<file path="config.mk">
export PLATFORM = sky130hd
export DESIGN_NAME = focus_search_ctrl
export DESIGN_NICKNAME = d
export VERILOG_FILES = /design/src/rtl/focus_pkg.sv /design/src/rtl/focus_peak_tracker.sv /design/src/rtl/focus_search_ctrl.sv
export SDC_FILE = /design/constraint.sdc
export NUM_CORES = 1
export LEC_CHECK = 0
export CAP_MARGIN = 20
export CORE_MARGIN = 1.5
export CORE_UTILIZATION = 40
export CTS_BUF_LIST = sky130_fd_sc_hd__clkbuf_8 sky130_fd_sc_hd__clkbuf_16
export CTS_CLUSTER_SIZE = 30
export DETAILED_ROUTE_END_ITERATION = 10
export GPL_ROUTABILITY_DRIVEN = 0
export PLACE_DENSITY = 0.56
export SLEW_MARGIN = 15
export SYNTH_ARGS = -nofsm -noshare
export SYNTH_HDL_FRONTEND = slang
export SYNTH_SLANG_ARGS = --single-unit
</file>
<file path="constraint.sdc">
create_clock -name VIDEO_CLK -period 3.9 [get_ports VIDEO_CLK]
set_input_delay 0.39 -clock VIDEO_CLK [delete_from_list [all_inputs] [get_ports VIDEO_CLK]]
set_output_delay 0.39 -clock VIDEO_CLK [all_outputs]
set_load 0.1 [all_outputs]
</file>
<file path="src/rtl/focus_pkg.sv">
// focus_pkg: shared state encodings, position limit and VCM word packing for the autofocus sequencer.
package focus_pkg;

    typedef enum logic [3:0] {
        S_IDLE      = 4'd0,
        S_WRITE     = 4'd1,
        S_SETTLE    = 4'd2,
        S_MEASURE   = 4'd3,
        S_EVAL      = 4'd4,
        S_FINE_INIT = 4'd5,
        S_PARK      = 4'd6,
        S_FIN       = 4'd7
    } state_t;

    typedef enum logic [1:0] {
        PH_COARSE = 2'd0,
        PH_FINE   = 2'd1,
        PH_PARK   = 2'd2
    } phase_t;

    localparam int POS_MAX = 1023;

    // DW9714 write word: PD=0, position, slew S=0
    function automatic logic [15:0] vcm_pack(input logic [9:0] pos);
        return {2'b00, pos, 4'b0000};
    endfunction

endpackage

</file>
<file path="src/rtl/focus_peak_tracker.sv">
// focus_peak_tracker: holds the sharpest sum seen and its lens position.
module focus_peak_tracker #(
    parameter int POS_W = 10,
    parameter int SUM_W = 32
) (
    input  logic             clk_i,
    input  logic             rst_n_i,
    input  logic             clear_i,
    input  logic [POS_W-1:0] seed_pos_i,
    input  logic             update_i,
    input  logic [SUM_W-1:0] sum_i,
    input  logic [POS_W-1:0] pos_i,
    output logic [POS_W-1:0] best_pos_o
);

    logic [SUM_W-1:0] best_sum_q, best_sum_d;
    logic [POS_W-1:0] best_pos_q, best_pos_d;
    logic             take;

    // strict compare: a tie keeps the earlier (lower) position
    assign take = update_i && (sum_i > best_sum_q);

    always_comb begin
        best_sum_d = clear_i ? '0 : (take ? sum_i : best_sum_q);
        best_pos_d = clear_i ? seed_pos_i : (take ? pos_i : best_pos_q);
    end

    always_ff @(posedge clk_i) begin
        if (!rst_n_i) begin
            best_sum_q <= '0;
            best_pos_q <= '0;
        end else begin
            best_sum_q <= best_sum_d;
            best_pos_q <= best_pos_d;
        end
    end

    assign best_pos_o = best_pos_q;

endmodule

</file>
<file path="src/rtl/focus_search_ctrl.sv">
// focus_search_ctrl: coarse-then-fine VCM autofocus sweep that parks the lens at the sharpest position.
module focus_search_ctrl
    import focus_pkg::*;
#(
    parameter int POS_W         = 10,
    parameter int COARSE_STEP   = 64,
    parameter int FINE_STEP     = 8,
    parameter int SETTLE_FRAMES = 2,
    parameter int SUM_W         = 32
) (
    input  logic             VIDEO_CLK,
    input  logic             RESET_N,
    input  logic             START,
    input  logic [SUM_W-1:0] SUM,
    input  logic             SUM_VALID,
    input  logic             VCM_ACK,
    output logic             VCM_REQ,
    output logic [15:0]      VCM_DATA,
    output logic             BUSY,
    output logic             DONE,
    output logic [POS_W-1:0] BEST_POS,
    output logic [3:0]       STATE
);

    localparam logic [POS_W:0] C_STEP   = (POS_W+1)'(COARSE_STEP);
    localparam logic [POS_W:0] F_STEP   = (POS_W+1)'(FINE_STEP);
    localparam logic [POS_W:0] P_MAX    = (POS_W+1)'(POS_MAX);
    localparam logic [7:0]     SETTLE_N = 8'(SETTLE_FRAMES);

    state_t           state_q, state_d;
    phase_t           phase_q, phase_d;
    logic [POS_W-1:0] pos_q, pos_d, bpos_q, bpos_d, trk_pos, trk_seed, lo;
    logic [POS_W:0]   hi_q, hi_d, c_nxt, f_nxt, hi_nxt, trk_ext;
    logic [7:0]       cnt_q, cnt_d, cnt_inc;
    logic [SUM_W-1:0] sum_q, sum_d;
    logic [15:0]      data_q, data_d;
    logic             req_q, req_d, busy_q, busy_d, done_q, done_d;
    logic             trk_clear, trk_update, handshake, settle_done, c_ok, f_ok;

    // positions are extended by one bit so the step adds can never wrap
    assign trk_ext     = {1'b0, trk_pos};
    assign c_nxt       = {1'b0, pos_q} + C_STEP;
    assign f_nxt       = {1'b0, pos_q} + F_STEP;
    assign c_ok        = c_nxt <= P_MAX;
    assign f_ok        = f_nxt <= hi_q;
    assign lo          = (trk_ext >= C_STEP) ? trk_pos - C_STEP[POS_W-1:0] : '0;
    assign hi_nxt      = (trk_ext + C_STEP > P_MAX) ? P_MAX : trk_ext + C_STEP;
    assign handshake   = req_q && VCM_ACK;
    assign cnt_inc     = cnt_q + {7'd0, SUM_VALID};
    assign settle_done = cnt_inc >= SETTLE_N;

    focus_peak_tracker #(
        .POS_W(POS_W),
        .SUM_W(SUM_W)
    ) u_peak (
        .clk_i      (VIDEO_CLK),
        .rst_n_i    (RESET_N),
        .clear_i    (trk_clear),
        .seed_pos_i (trk_seed),
        .update_i   (trk_update),
        .sum_i      (sum_q),
        .pos_i      (pos_q),
        .best_pos_o (trk_pos)
    );

    always_ff @(posedge VIDEO_CLK) begin
        if (!RESET_N)
            state_q <= S_IDLE;
        else
            state_q <= state_d;
    end

    always_comb begin
        state_d = state_q;
        case (state_q)
            S_IDLE:      state_d = START ? S_WRITE : S_IDLE;
            S_WRITE:     state_d = handshake ? ((phase_q == PH_PARK) ? S_FIN : S_SETTLE) : S_WRITE;
            S_SETTLE:    state_d = settle_done ? S_MEASURE : S_SETTLE;
            S_MEASURE:   state_d = SUM_VALID ? S_EVAL : S_MEASURE;
            S_EVAL:      state_d = (phase_q == PH_COARSE) ? (c_ok ? S_WRITE : S_FINE_INIT)
                                                          : (f_ok ? S_WRITE : S_PARK);
            S_FINE_INIT: state_d = S_WRITE;
            S_PARK:      state_d = S_WRITE;
            S_FIN:       state_d = S_IDLE;
            default:     state_d = S_IDLE;
        endcase
    end

    always_comb begin
        pos_d      = pos_q;
        phase_d    = phase_q;
        hi_d       = hi_q;
        sum_d      = sum_q;
        trk_clear  = 1'b0;
        trk_seed   = '0;
        trk_update = 1'b0;
        cnt_d      = (state_q == S_SETTLE) ? cnt_inc : '0;
        case (state_q)
            S_IDLE: begin
                if (START) begin
                    pos_d     = '0;
                    phase_d   = PH_COARSE;
                    trk_clear = 1'b1;
                end
            end
            S_MEASURE: sum_d = SUM_VALID ? SUM : sum_q;
            S_EVAL: begin
                trk_update = 1'b1;
                if (phase_q == PH_COARSE && c_ok)
                    pos_d = c_nxt[POS_W-1:0];
                else if (phase_q == PH_FINE && f_ok)
                    pos_d = f_nxt[POS_W-1:0];
            end
            S_FINE_INIT: begin
                pos_d     = lo;
                hi_d      = hi_nxt;
                phase_d   = PH_FINE;
                trk_clear = 1'b1;
                trk_seed  = trk_pos;
            end
            S_PARK: begin
                pos_d   = trk_pos;
                phase_d = PH_PARK;
            end
            default: ;
        endcase
    end

    // outputs are registered from the next state so REQ/DATA/BUSY/DONE line up with the state they describe
    always_comb begin
        req_d  = state_d == S_WRITE;
        data_d = req_d ? vcm_pack(pos_d) : data_q;
        busy_d = state_d != S_IDLE;
        done_d = state_d == S_FIN;
        bpos_d = done_d ? trk_pos : bpos_q;
    end

    always_ff @(posedge VIDEO_CLK) begin
        if (!RESET_N) begin
            phase_q <= PH_COARSE;
            pos_q   <= '0;
            hi_q    <= '0;
            cnt_q   <= '0;
            sum_q   <= '0;
            req_q   <= 1'b0;
            data_q  <= '0;
            busy_q  <= 1'b0;
            done_q  <= 1'b0;
            bpos_q  <= '0;
        end else begin
            phase_q <= phase_d;
            pos_q   <= pos_d;
            hi_q    <= hi_d;
            cnt_q   <= cnt_d;
            sum_q   <= sum_d;
            req_q   <= req_d;
            data_q  <= data_d;
            busy_q  <= busy_d;
            done_q  <= done_d;
            bpos_q  <= bpos_d;
        end
    end

    assign VCM_REQ  = req_q;
    assign VCM_DATA = data_q;
    assign BUSY     = busy_q;
    assign DONE     = done_q;
    assign BEST_POS = bpos_q;
    assign STATE    = state_q;

endmodule

</file>
==> implementation parameters <==
Parameter                              Value

Placement
  IO buf count ... 62
  Placed wire-length estimate ... 12.2 mm

Clock tree
  Post-CTS Setup Bufs ... 0
  Bufs on Longest Clock Path ... 2
  TritonCTS Buffers ... 17
  Hold-fix buffers, CTS ... 0
  Post_cts resized ... 0
  Clock tree from TritonCTS ... done
  Clock Sinks ... 131
  H-tree level count ... 4
  Clock-pin slew of the registers on the worst-case setup and hold paths ... 0.06 ns
  Worst-Skew Late Latency ... 0.42 ns
  Cell chosen for the clock root ... sky130_fd_sc_hd__clkbuf_16

Layout
  Fraction of final layout cells sized beyond drive strength 1 ... 8.81%
  Number of antenna repair diodes ... 0
  Commonest cells after routing, fill and taps aside ... sky130_fd_sc_hd__nand2_1 (171), sky130_fd_sc_hd__dfxtp_1 (131), sky130_fd_sc_hd__clkdlybuf4s50_1 (62)
  Final core area utilization ... 49.6%
  Most common cell after layout, fill and taps aside ... sky130_fd_sc_hd__nand2_1
  Layout Area Growth over Synthesis ... 20.4%
  Final nets ... 961

Timing
  Crit share post-route ... 93.3%
  Final number of setup-violating endpoints ... 0
  Clock tree skew after final layout ... 0.00834 ns
  Highest Clock Rate ... 275 MHz
  Total Negative Setup Slacks ... 0 ns
  Worst-margin pin slew ... 1.01 ns
  Setup repair after global routing missed its margin ... false
  Max-slew violation count ... 0
  Final Hold Viols ... 0
  Tmin final ... 3.64 ns
  Relative slew slack ... 32.7%

Global routing
  Via count of the first global-routing pass ... 5817
  First-pass GRT wire length ... 28.7 mm
  Total Routing Usage GR ... 20.0%
  Maximum number of pins on one net before global-route repair ... 67
  GRT overflow ... 0
  Antenna violations before repair ... 0

Drt
  WL final ... 17.3 mm
  Via Count ... 5874
  Post-detailed-route via-to-cell ratio ... 5.32
  WL per Instance ... 15.6 µm
  DRC violation total after the first TritonRoute iteration ... 349
  Remaining number of nets flagged by the antenna check after routing ... 0
  Iteration count of the initial detailed-routing pass ... 5
  Remaining DRCs ... 0

Power
  Peak supply drop ... 302 µV
  Power density of the placed cells ... 394 nW/µm²
  Leakage power ... 3.06 nW

Run status
  Status ... finished, final reports clean

Floorplanning
  Floorplan core area ... 16700 µm²
  I/O pin count ... 70
  DIE HEIGHT ... 134 µm
  Effective utilization at floorplan ... 41.2%
  Die area ... 18000 µm²
  Width of the die ... 134 µm
  Core Rows ... 47

Synthesis
  Part of the Yosys area used for sequential elements ... 38.1%
  Synth Flop Type ... sky130_fd_sc_hd__dfxtp_1
  Number of flops mapped to enable cells by yosys ... 0
  Async set or reset register ratio after synthesis ... 0%
  Number of synthesized register bits ... 131
  Netlist cell types ... 70
  Post-Syn Area per Cell ... 8.41 µm²
  Synthesis warning total ... 0
  Number of cells produced by synthesis ... 818
  Cell Area, Synth ... 6880 µm²

Setup path
  Data required time at the worst endpoint ... 4.21 ns
  CP max FO ... 11
  Register-to-Register Path Depth ... 12
  Crit path launch type ... flip-flop
  Capturing element type of the critical path ... flip-flop
  Critical path start-end classification ... flip-flop to flip-flop
  Arrival @ worst endpoint ... 3.95 ns

Hold path
  Hold path cells ... 2
  Hold WC Path Type ... flip-flop to flip-flop

Job
  Max-Cap Viols ... 0
==> layout make-up <==
| type | instances | area, µm² |
|---|---|---|
| fill | 1593 | 8420 |
| multi-input combinational | 585 | 3840 |
| sequential | 131 | 2620 |
| timing repair buffer | 78 | 741 |
| clock buffer | 18 | 439 |
| tap | 220 | 275 |
| inverter | 59 | 221 |
| clock inverter | 14 | 140 |
==> where the power goes <==
| part | internal [mW] | switching, mW | leakage (nW) |
|---|---|---|---|
| registers | 1.35 | 0.0192 | 1.06 |
| logic | 0.109 | 0.216 | 1.72 |
| clock network | 0.952 | 0.616 | 0.279 |
| total | 2.41 | 0.851 | 3.06 |
==> path summary, 6_finish.rpt <==
kind	start	to	slack (ns)
max	pos_q[4]	VCM_DATA[6]	0.26
max reg2reg	pos_q[4]	VCM_DATA[6]	0.26
min	hi_q[10]	hi_q[10]	0.46
min reg2reg	hi_q[10]	hi_q[10]	0.46
==> cell families (layout without fill, tap and decap cells) <==
logic type | Yosys count | after routing | synth area share, %
compound gates | 154 | 154 | 16.3
xor+xnor | 17 | 17 | 2.17
fa+ha+maj | 52 | 52 | 9.46
buf+inv | 108 | 169 | 6.55
flops | 131 | 131 | 38.1
mux | 52 | 52 | 7.75
other cells | 1 | 7 | 0.0545
simple gates | 303 | 303 | 19.6
==> metal layers <==
metal	vias up	wire, µm	track usage, %	share of wire, %
li1	2933	-	-	-
met1	2773	7830	25.4	45
met2	144	8320	34.1	48
met3	24	822	4.20	4.8
met4	0	282	6.45	1.6
met5	-	0	0	0
==> synth_stat cells (4+ instances only) <==
| master | n | area, µm² |
|---|---|---|
| sky130_fd_sc_hd__nand2_1 | 171 | 642 |
| sky130_fd_sc_hd__dfxtp_1 | 131 | 2620 |
| sky130_fd_sc_hd__inv_1 | 59 | 221 |
| sky130_fd_sc_hd__a21oi_1 | 56 | 280 |
| sky130_fd_sc_hd__ha_1 | 52 | 651 |
| sky130_fd_sc_hd__nor2_1 | 50 | 188 |
| sky130_fd_sc_hd__mux2i_1 | 48 | 480 |
| sky130_fd_sc_hd__clkbuf_1 | 31 | 116 |
| sky130_fd_sc_hd__nand3_1 | 13 | 65.1 |
| sky130_fd_sc_hd__nand4_1 | 12 | 75.1 |
| sky130_fd_sc_hd__nor3_1 | 12 | 60.1 |
| sky130_fd_sc_hd__o21ai_0 | 11 | 55.1 |
| sky130_fd_sc_hd__xnor2_1 | 11 | 96.3 |
| sky130_fd_sc_hd__buf_2 | 9 | 45.0 |
| sky130_fd_sc_hd__nor2b_1 | 8 | 50.1 |
| sky130_fd_sc_hd__o211ai_1 | 8 | 60.1 |
| sky130_fd_sc_hd__o311ai_0 | 8 | 70.1 |
| sky130_fd_sc_hd__o31ai_1 | 8 | 60.1 |
| sky130_fd_sc_hd__buf_4 | 7 | 52.6 |
| sky130_fd_sc_hd__o221a_2 | 7 | 78.8 |
| sky130_fd_sc_hd__and2_1 | 6 | 37.5 |
| sky130_fd_sc_hd__and3_1 | 6 | 37.5 |
| sky130_fd_sc_hd__nand2b_1 | 6 | 37.5 |
| sky130_fd_sc_hd__xor2_1 | 6 | 52.6 |
| sky130_fd_sc_hd__a22oi_1 | 5 | 37.5 |
| sky130_fd_sc_hd__a21o_1 | 4 | 30.0 |
| sky130_fd_sc_hd__nor4_1 | 4 | 25.0 |
| sky130_fd_sc_hd__o21a_1 | 4 | 30.0 |
| sky130_fd_sc_hd__o41ai_1 | 4 | 35.0 |
==> state kept, by name (all words and copies together), names as in the netlist <==
| name | count |
|---|---|
| sum_q | 32 |
| u_peak.best_sum_q | 32 |
| hi_q | 11 |
| BEST_POS | 10 |
| VCM_DATA | 10 |
| pos_q | 10 |
| u_peak.best_pos_o | 10 |
| cnt_q | 8 |
| STATE | 3 |
| phase_q | 2 |
| BUSY | 1 |
| DONE | 1 |
| VCM_REQ | 1 |
==> worst max-delay path, stage by stage (launching register included) <==
cell,delay (ns)
sky130_fd_sc_hd__dfxtp_1,0.39
sky130_fd_sc_hd__ha_1,0.27
sky130_fd_sc_hd__and3_1,0.27
sky130_fd_sc_hd__nand3_1,0.11
sky130_fd_sc_hd__xnor2_1,0.16
sky130_fd_sc_hd__ha_1,0.30
sky130_fd_sc_hd__nand4_1,0.16
sky130_fd_sc_hd__a211oi_2,0.08
sky130_fd_sc_hd__a2111oi_4,0.47
sky130_fd_sc_hd__nor4_1,0.12
sky130_fd_sc_hd__or3_1,0.38
sky130_fd_sc_hd__or3_4,0.49
sky130_fd_sc_hd__mux2_4,0.32
==> through the flow <==
step	total power, mW	hold slack [ns]	worst slack, ns	cells	instance area, µm²
6_report	3.26	0.456	0.262	1105	8280
3_5_place_dp	1.72	0.451	0.321	1073	7700
3_3_place_gp	1.72	0.443	0.402	1073	7700
2_1_floorplan	1.63	0.430	0.438	824	6900
5_1_grt	3.38	0.479	0.0367	1105	8280
4_1_cts	3.30	0.460	0.298	1105	8280
No activity file was read; power rests on OpenSTA's default activity.
